### config.mk
export PLATFORM = sky130hd
export DESIGN_NAME = imm_exec_ctrl
export DESIGN_NICKNAME = d
export VERILOG_FILES = /design/src/rtl/imm_exec_pkg.sv /design/src/rtl/imm_exec_decode.sv /design/src/rtl/imm_exec_ctrl.sv
export SDC_FILE = /design/constraint.sdc
export NUM_CORES = 1
export LEC_CHECK = 0
export CORE_ASPECT_RATIO = 0.75
export CORE_MARGIN = 8
export CORE_UTILIZATION = 40
export CTS_BUF_LIST = sky130_fd_sc_hd__clkbuf_16
export CTS_CLUSTER_DIAMETER = 30
export DETAILED_ROUTE_END_ITERATION = 8
export HOLD_SLACK_MARGIN = 0.12
export PLACE_DENSITY = 0.74
export SLEW_MARGIN = 20
export SYNTH_ARGS = -nofsm -noshare
export SYNTH_HDL_FRONTEND = slang
export SYNTH_SLANG_ARGS = --single-unit
### constraint.sdc
create_clock -name clk -period 2.85 [get_ports clk]
set_clock_uncertainty 0.15 [all_clocks]
set_input_delay 0.57 -clock clk [delete_from_list [all_inputs] [get_ports clk]]
set_output_delay 0.57 -clock clk [all_outputs]
set_load 0.005 [all_outputs]
### src/rtl/imm_exec_pkg.sv
// Shared definitions for the imm_exec controller: opcodes, ALU ops,
// FSM states, instruction field positions and the decoded control word.
package imm_exec_pkg;

  localparam int DATA_W = 8;
  localparam int IMM_W  = 3;
  localparam int RA_W   = 2;

  localparam logic [2:0] OP_NOP  = 3'b000;
  localparam logic [2:0] OP_ADD  = 3'b001;
  localparam logic [2:0] OP_SUB  = 3'b010;
  localparam logic [2:0] OP_ADDI = 3'b011;
  localparam logic [2:0] OP_SUBI = 3'b100;
  localparam logic [2:0] OP_AND  = 3'b101;
  localparam logic [2:0] OP_LDI  = 3'b110;
  localparam logic [2:0] OP_HLT  = 3'b111;

  localparam logic [1:0] ALU_ADD   = 2'b00;
  localparam logic [1:0] ALU_SUB   = 2'b01;
  localparam logic [1:0] ALU_AND   = 2'b10;
  localparam logic [1:0] ALU_PASSB = 2'b11;

  localparam int OP_MSB  = 7;
  localparam int OP_LSB  = 5;
  localparam int RD_MSB  = 4;
  localparam int RD_LSB  = 3;
  localparam int IMM_MSB = 2;
  localparam int IMM_LSB = 0;
  localparam int RS_MSB  = 1;
  localparam int RS_LSB  = 0;

  typedef enum logic [2:0] {
    ST_FETCH,
    ST_DECODE,
    ST_EXEC,
    ST_WB,
    ST_HALT
  } state_e;

  typedef struct packed {
    logic [RA_W-1:0]  rd;
    logic [RA_W-1:0]  rs;
    logic [IMM_W-1:0] imm;
    logic             src_imm;
    logic [1:0]       alu_op;
    logic             sext;
  } ctrl_t;

endpackage

### src/rtl/imm_exec_decode.sv
// Combinational opcode-to-control-word decoder.
// IMM_SIGN_EXT_EN: request signed immediates for ADDI/SUBI.
module imm_exec_decode
  import imm_exec_pkg::*;
(
  input  logic [DATA_W-1:0] instr_i,
  output ctrl_t             ctrl_o,
  output logic              nop_o,
  output logic              hlt_o
);

`ifdef IMM_SIGN_EXT_EN
  localparam logic SEXT_EN = 1'b1;
`else
  localparam logic SEXT_EN = 1'b0;
`endif

  logic [2:0] op;
  assign op = instr_i[OP_MSB:OP_LSB];

  always_comb begin
    ctrl_o         = '0;
    ctrl_o.rd      = instr_i[RD_MSB:RD_LSB];
    ctrl_o.rs      = instr_i[RS_MSB:RS_LSB];
    ctrl_o.imm     = instr_i[IMM_MSB:IMM_LSB];
    ctrl_o.alu_op  = ALU_ADD;
    nop_o          = 1'b0;
    hlt_o          = 1'b0;
    unique case (1'b1)
      op == OP_NOP: nop_o = 1'b1;
      op == OP_ADD: ctrl_o.alu_op = ALU_ADD;
      op == OP_SUB: ctrl_o.alu_op = ALU_SUB;
      op == OP_ADDI: begin
        ctrl_o.src_imm = 1'b1;
        ctrl_o.alu_op  = ALU_ADD;
        ctrl_o.sext    = SEXT_EN;
      end
      op == OP_SUBI: begin
        ctrl_o.src_imm = 1'b1;
        ctrl_o.alu_op  = ALU_SUB;
        ctrl_o.sext    = SEXT_EN;
      end
      op == OP_AND: ctrl_o.alu_op = ALU_AND;
      op == OP_LDI: begin
        ctrl_o.src_imm = 1'b1;
        ctrl_o.alu_op  = ALU_PASSB;
      end
      op == OP_HLT: hlt_o = 1'b1;
      default: ;
    endcase
  end

endmodule

### src/rtl/imm_exec_ctrl.sv
// Multi-cycle fetch/decode/exec/writeback controller for the 8-bit core.
// IMM_SIGN_EXT_EN (in imm_exec_decode) enables imm_sext_o for ADDI/SUBI.
module imm_exec_ctrl
  import imm_exec_pkg::*;
(
  input  logic              clk,
  input  logic              rst_n,
  input  logic              instr_valid_i,
  input  logic [DATA_W-1:0] instr_i,
  output logic              instr_ready_o,
  input  logic              stall_i,
  input  logic              resume_i,
  output logic              pc_inc_o,
  output logic [IMM_W-1:0]  imm_field_o,
  output logic              alu_src_imm_o,
  output logic [1:0]        alu_op_o,
  output logic              alu_en_o,
  output logic [RA_W-1:0]   rd_addr_o,
  output logic [RA_W-1:0]   rs_addr_o,
  output logic              reg_we_o,
  output logic              halted_o,
  output logic              imm_sext_o
);

  state_e            state_q, state_d;
  logic [DATA_W-1:0] instr_q;
  ctrl_t             ctrl_q, ctrl_d;
  logic              dec_nop, dec_hlt;
  logic              accept;

  imm_exec_decode u_dec (
    .instr_i (instr_q),
    .ctrl_o  (ctrl_d),
    .nop_o   (dec_nop),
    .hlt_o   (dec_hlt)
  );

  assign accept = rst_n && (state_q == ST_FETCH) && instr_valid_i;

  always_ff @(posedge clk) begin
    if (!rst_n) begin
      state_q <= ST_FETCH;
      instr_q <= '0;
      ctrl_q  <= '0;
    end else begin
      state_q <= state_d;
      if (accept)
        instr_q <= instr_i;
      if (state_q == ST_DECODE)
        ctrl_q <= ctrl_d;
    end
  end

  always_comb begin
    state_d = state_q;
    unique case (state_q)
      ST_FETCH:  if (accept) state_d = ST_DECODE;
      ST_DECODE: begin
        if (dec_nop)      state_d = ST_FETCH;
        else if (dec_hlt) state_d = ST_HALT;
        else              state_d = ST_EXEC;
      end
      ST_EXEC:   if (!stall_i) state_d = ST_WB;
      ST_WB:     if (!stall_i) state_d = ST_FETCH;
      ST_HALT:   if (resume_i) state_d = ST_FETCH;
      default:   state_d = ST_FETCH;
    endcase
  end

  // Strobes are gated by rst_n so a reset cycle never commits work.
  assign instr_ready_o = (state_q == ST_FETCH);
  assign pc_inc_o      = accept;
  assign alu_en_o      = rst_n && (state_q == ST_EXEC) && !stall_i;
  assign reg_we_o      = rst_n && (state_q == ST_WB) && !stall_i;
  assign halted_o      = (state_q == ST_HALT);

  assign imm_field_o   = ctrl_q.imm;
  assign alu_src_imm_o = ctrl_q.src_imm;
  assign alu_op_o      = ctrl_q.alu_op;
  assign rd_addr_o     = ctrl_q.rd;
  assign rs_addr_o     = ctrl_q.rs;
  assign imm_sext_o    = ctrl_q.sext;

endmodule

# ---- Word-level counts from Yosys, hierarchy flattened
# Cells that the tools add are included.
dict set report word_totals {
  ff_bits 21
  inputBits 13
  elab_cells 44
}
dict set report op_classes {
  eq_ne 14
  mux 11
  n_reduce_logical 12
}
# operator n
set op_table {}
lappend op_table {{$mux W3} 6}
lappend op_table {{$eq A3 B3 Y1 const B} 5}
lappend op_table {{$pmux W3 S5} 1}
lappend op_table {{$eq A3 B2 Y1 const B} 4}
lappend op_table {{$logic_and A1 B1 Y1} 6}
lappend op_table {{$logic_not A3 Y1} 2}
lappend op_table {{$ne A2 B2 Y1 const B} 3}
lappend op_table {{$pmux W2 S3} 1}
lappend op_table {{$reduce_and A4 Y1} 1}
lappend op_table {{$eq A3 B1 Y1 const B} 1}
lappend op_table {{$mux W1} 3}
lappend op_table {{$reduce_or A3 Y1} 1}
lappend op_table {{$ne A2 B1 Y1 const B} 1}
lappend op_table {{$reduce_or A2 Y1} 1}
lappend op_table {{$logic_not A1 Y1} 1}

# ---- Depth between registers and ports, before layout
dict set report depth {
  ltp_word 5
  mapped_depth 5
  depth_no_buf 3
}

# ---- Cells and area by module
# Synthesis repeated with hierarchy kept, for this count alone.
dict set report unflattened {
  cells_unflattened 122
  hier_area_um2 1072.3
}
# mod n_inst cells_each area_each_um2 seq_area_each_um2
set modules_own_cells {}
lappend modules_own_cells {imm_exec_ctrl 1 105 959.7 440.4}
lappend modules_own_cells {imm_exec_decode 1 17 112.6 0.0}

# ---- Worst setup path after synthesis
# OpenSTA, ideal clock, no wires.
dict set report synth_timing {
  path_type {input -> output}
  startpoint {in rst_n}
  endpoint {out pc_inc_o}
  arrival_ns 1.301
  required_time_ns 2.130
  slack_ns 0.829
  cell_stages 4
  n_path_buf 1
  cell_sequence {buf_2 -> nor2b_1 -> nand3_2 -> inv_1}
}
dict set report synth_between {
  elab_chain_cells 2
}
# element line_no
set synth_lines {}
lappend synth_lines {{start: declaration} imm_exec_ctrl.sv:7} ;# input logic rst_n,
lappend synth_lines {{$logic_and A1 B1 Y1 (2 in series)} imm_exec_ctrl.sv:38} ;# assign accept = rst_n && (state_q == ST_FETCH) && instr_valid_i;
lappend synth_lines {{end: declaration} imm_exec_ctrl.sv:13} ;# output logic pc_inc_o,
# No other way between the ends.

# ---- Final worst setup path
dict set report layout_timing {
  startpoint {in rst_n}
  endpoint {out reg_we_o}
}
dict set report layout_between {
  elab_chain_cells 2
}
# element line_no
set layout_lines {}
lappend layout_lines {{$logic_and A1 B1 Y1 (2 in series)} imm_exec_ctrl.sv:74} ;# assign reg_we_o = rst_n && (state_q == ST_WB) && !stall_i;
lappend layout_lines {{end: declaration} imm_exec_ctrl.sv:20} ;# output logic reg_we_o,
# No other way between the ends.

==> impl_metrics.ini <==
[routing]
drc = 0
via_per_inst = 4.86
route.final.wire_length_mm = 1.96
drt_pass1_iterations = 4
avgRoutedWirePerCell_um = 13.0
drt_iter0_drc = 21
ant_nets = 0
vias = 734

[die]
fp-row-count = 15
initial_core_util_pct = 40.5
die_h_um = 57.0
die-area_um2 = 4030
core_um2 = 2210
die_w_um = 70.6
boundaryPins = 29

[clock_network]
cts_buffer_depth = 2
clock_sinks = 19
root_buffer = clkbuf_16
cts_buffers = 3
cts_setup_buffers = 0
cts_tree = done
h-tree-depth = 1
clock_latency_ps = 250
clk_pin_slew_ps = 50

[power_and_ir_drop]
p_sw_w = 0.000152
seq_power_share_pct = 44.2
comb_power_share_pct = 14.3
internal-power_w = 0.000528
ir_drop_uv = 383
p_per_area_nw_per_um2 = 545
p_clk_share_pct = 41.5
leakage_nw = 0.563
p_sw_share_pct = 22.3

[finish]
fin_area_um2 = 1250
layout-drive-gt1-share_pct = 8.73
area_growth_pct = 39.2
finalNetCount = 140
fin_util_pct = 56.3
fillers = 194
antenna_cells = 0

[logic_synthesis]
ys_seq_elements = 19
syn_area_um2 = 896
synth-async-reset-ratio_pct = 0
ys_warn_count = 0
seq_area_frac_synth_pct = 42.5
ys_types = 34
syn_inst = 102
synth_top_area_share_pct = 42.5
yosys.cell_count.top_type = nand2_1
synthTopCellsByCount = nand2_1, dfxtp_1, inv_1, mux2i_1, a21boi_0
synth_top_cell_by_area = dfxtp_1
synth.avg_cell_area_um2 = 8.78
synth_edf_count = 0
synth_flop_cell = dfxtp_1
synth_area_leaders = dfxtp_1, nand2_1, mux2i_1
synth_nets = 115

[global_routing]
grt_max_degree = 19
grt_pass1_vias = 701
antenna_found_initial = 0
grt-ovfl-total = 0
grt_pass1_wl_mm = 3.19
grt_usage_pct = 10.2

[sta]
slew_headroom_pct = 62.6
hold_viol_final = 0
slew_violations = 0
fin_crit_sh_pct = 94.2
fmax_mhz = 373
rsz0062_at_grt = false
final.setup.worst_slack_ps = 166
worstMarginPinSlew_ps = 559
finalSetupViolCount = 0
fin_crit_ps = 2680

[placed_design]
portBuffers = 27
dpl-instance-area_um2 = 1150
place.detailed.hpwl_mm = 1.47
post-place-ws_ps = -72.4
place_congestion = 0.743

[worst_setup_path]
arrival_ps = 1960
startpoint_type = primary input
cp_max_fo = 4
reg2reg_from = state_q[0]
required_ps = 2130
rr_endpoint = alu_op_o[0]
r2r_slack_ps = 1060
reg2reg_depth = 3
end_kind = output pin
critical_path_class = in2out

[run_status]
status = completed

[min_path]
whs_path_depth = 2
min_to = instr_q[0]
min_from = instr_q[0]
worstHoldPathType = reg2reg

[flow_run]
drv_cap = 0
==> cell type report <==
cell class | instances | area [um^2] | share of cell area (%)
Multi-Input combinational cell | 66 | 439 | 35.2
Clock inverter | 1 | 3.75 | 0.301
Tap cell | 25 | 31.3 | 2.51
Timing Repair Buffer | 29 | 288 | 23.1
Sequential cell | 19 | 380 | 30.5
Inverter | 8 | 30.0 | 2.41
Clock buffer | 3 | 75.1 | 6.02
==> how the worst max path moves through the flow <==
stage	depth (start not counted)	end	slack, ps	startpoint
floorplan	4	pc_inc_o	830	rst_n
global placement	4	alu_en_o	-60	rst_n
global route	4	reg_we_o	120	rst_n
finish	4	reg_we_o	170	rst_n
detailed placement	4	alu_en_o	-70	rst_n
CTS	4	alu_en_o	40	rst_n
==> flip-flops by register name, summed over array words and instances (netlist names) <==
signal / cells
instr_q: 8
state_q: 3
alu_op_o: 2
imm_field_o: 2
rd_addr_o: 2
alu_src_imm_o: 1
rs_addr_o: 1
==> cell families after synthesis <==
logic type / Yosys count / synth area share, %
other cells: 1 / 0.419
simple gates: 41 / 24.3
mux: 9 / 10.3
buf+inv: 17 / 10.1
xor+xnor: 2 / 1.96
compound gates: 13 / 10.5
flops: 19 / 42.5
==> power groups by stage <==
stage / clock network [W] / registers, W / logic [W]
CTS: 0.000289 / 0.000300 / 0.0000979
global route: 0.000303 / 0.000304 / 0.000106
detailed placement: 0 / 0.000306 / 0.0000962
global placement: 0 / 0.000304 / 0.0000944
floorplan: 0 / 0.000299 / 0.0000602
finish: 0.000282 / 0.000301 / 0.0000970
==> stage by stage <==
stage / total power [W] / setup TNS (ps) / hold WS (ps) / cells
2_1_floorplan: 0.000359 / 0 / 288 / 102
3_3_place_gp: 0.000399 / -57.4 / 291 / 147
3_5_place_dp: 0.000402 / -72.4 / 300 / 147
4_1_cts: 0.000687 / 0 / 307 / 151
5_1_grt: 0.000712 / 0 / 329 / 151
6_report: 0.000680 / 0 / 306 / 151
==> layout by cell type, fill, tap and decap left out, types with 2 or more instances in the layout <==
master / n
nor3_1: 2
mux2_2: 2
buf_4: 2
dfxtp_1: 19
a21boi_0: 6
nor2_1: 2
and2_1: 2
clkbuf_16: 3
inv_1: 9
mux2i_1: 7
nand3_1: 2
nor2b_1: 2
nand2_1: 21
clkdlybuf4s50_1: 26
==> repair_timing <==
item                                    4_1_cts  5_1_grt
gates resized for setup                       2        2
pin swaps                                     0        0
endpoints found under the setup margin        1        1
hold buffers                                  0        0
==> worst max-delay path, stage by stage <==
cell and delay, ps:
clkdlybuf4s50_1 500, nor2b_4 200, and4b_1 190, clkdlybuf4s50_1 500
==> per-layer routing <==
layer	wire length, um	part of all wire [%]	up-vias	track usage, %
li1	-	-	380	-
met3	99	5.0	5	4.37
met4	34	1.7	0	5.31
met5	0	0	-	0
met2	959	49	14	16.6
met1	868	44	335	11.1
(Power assumes the default switching activity.)
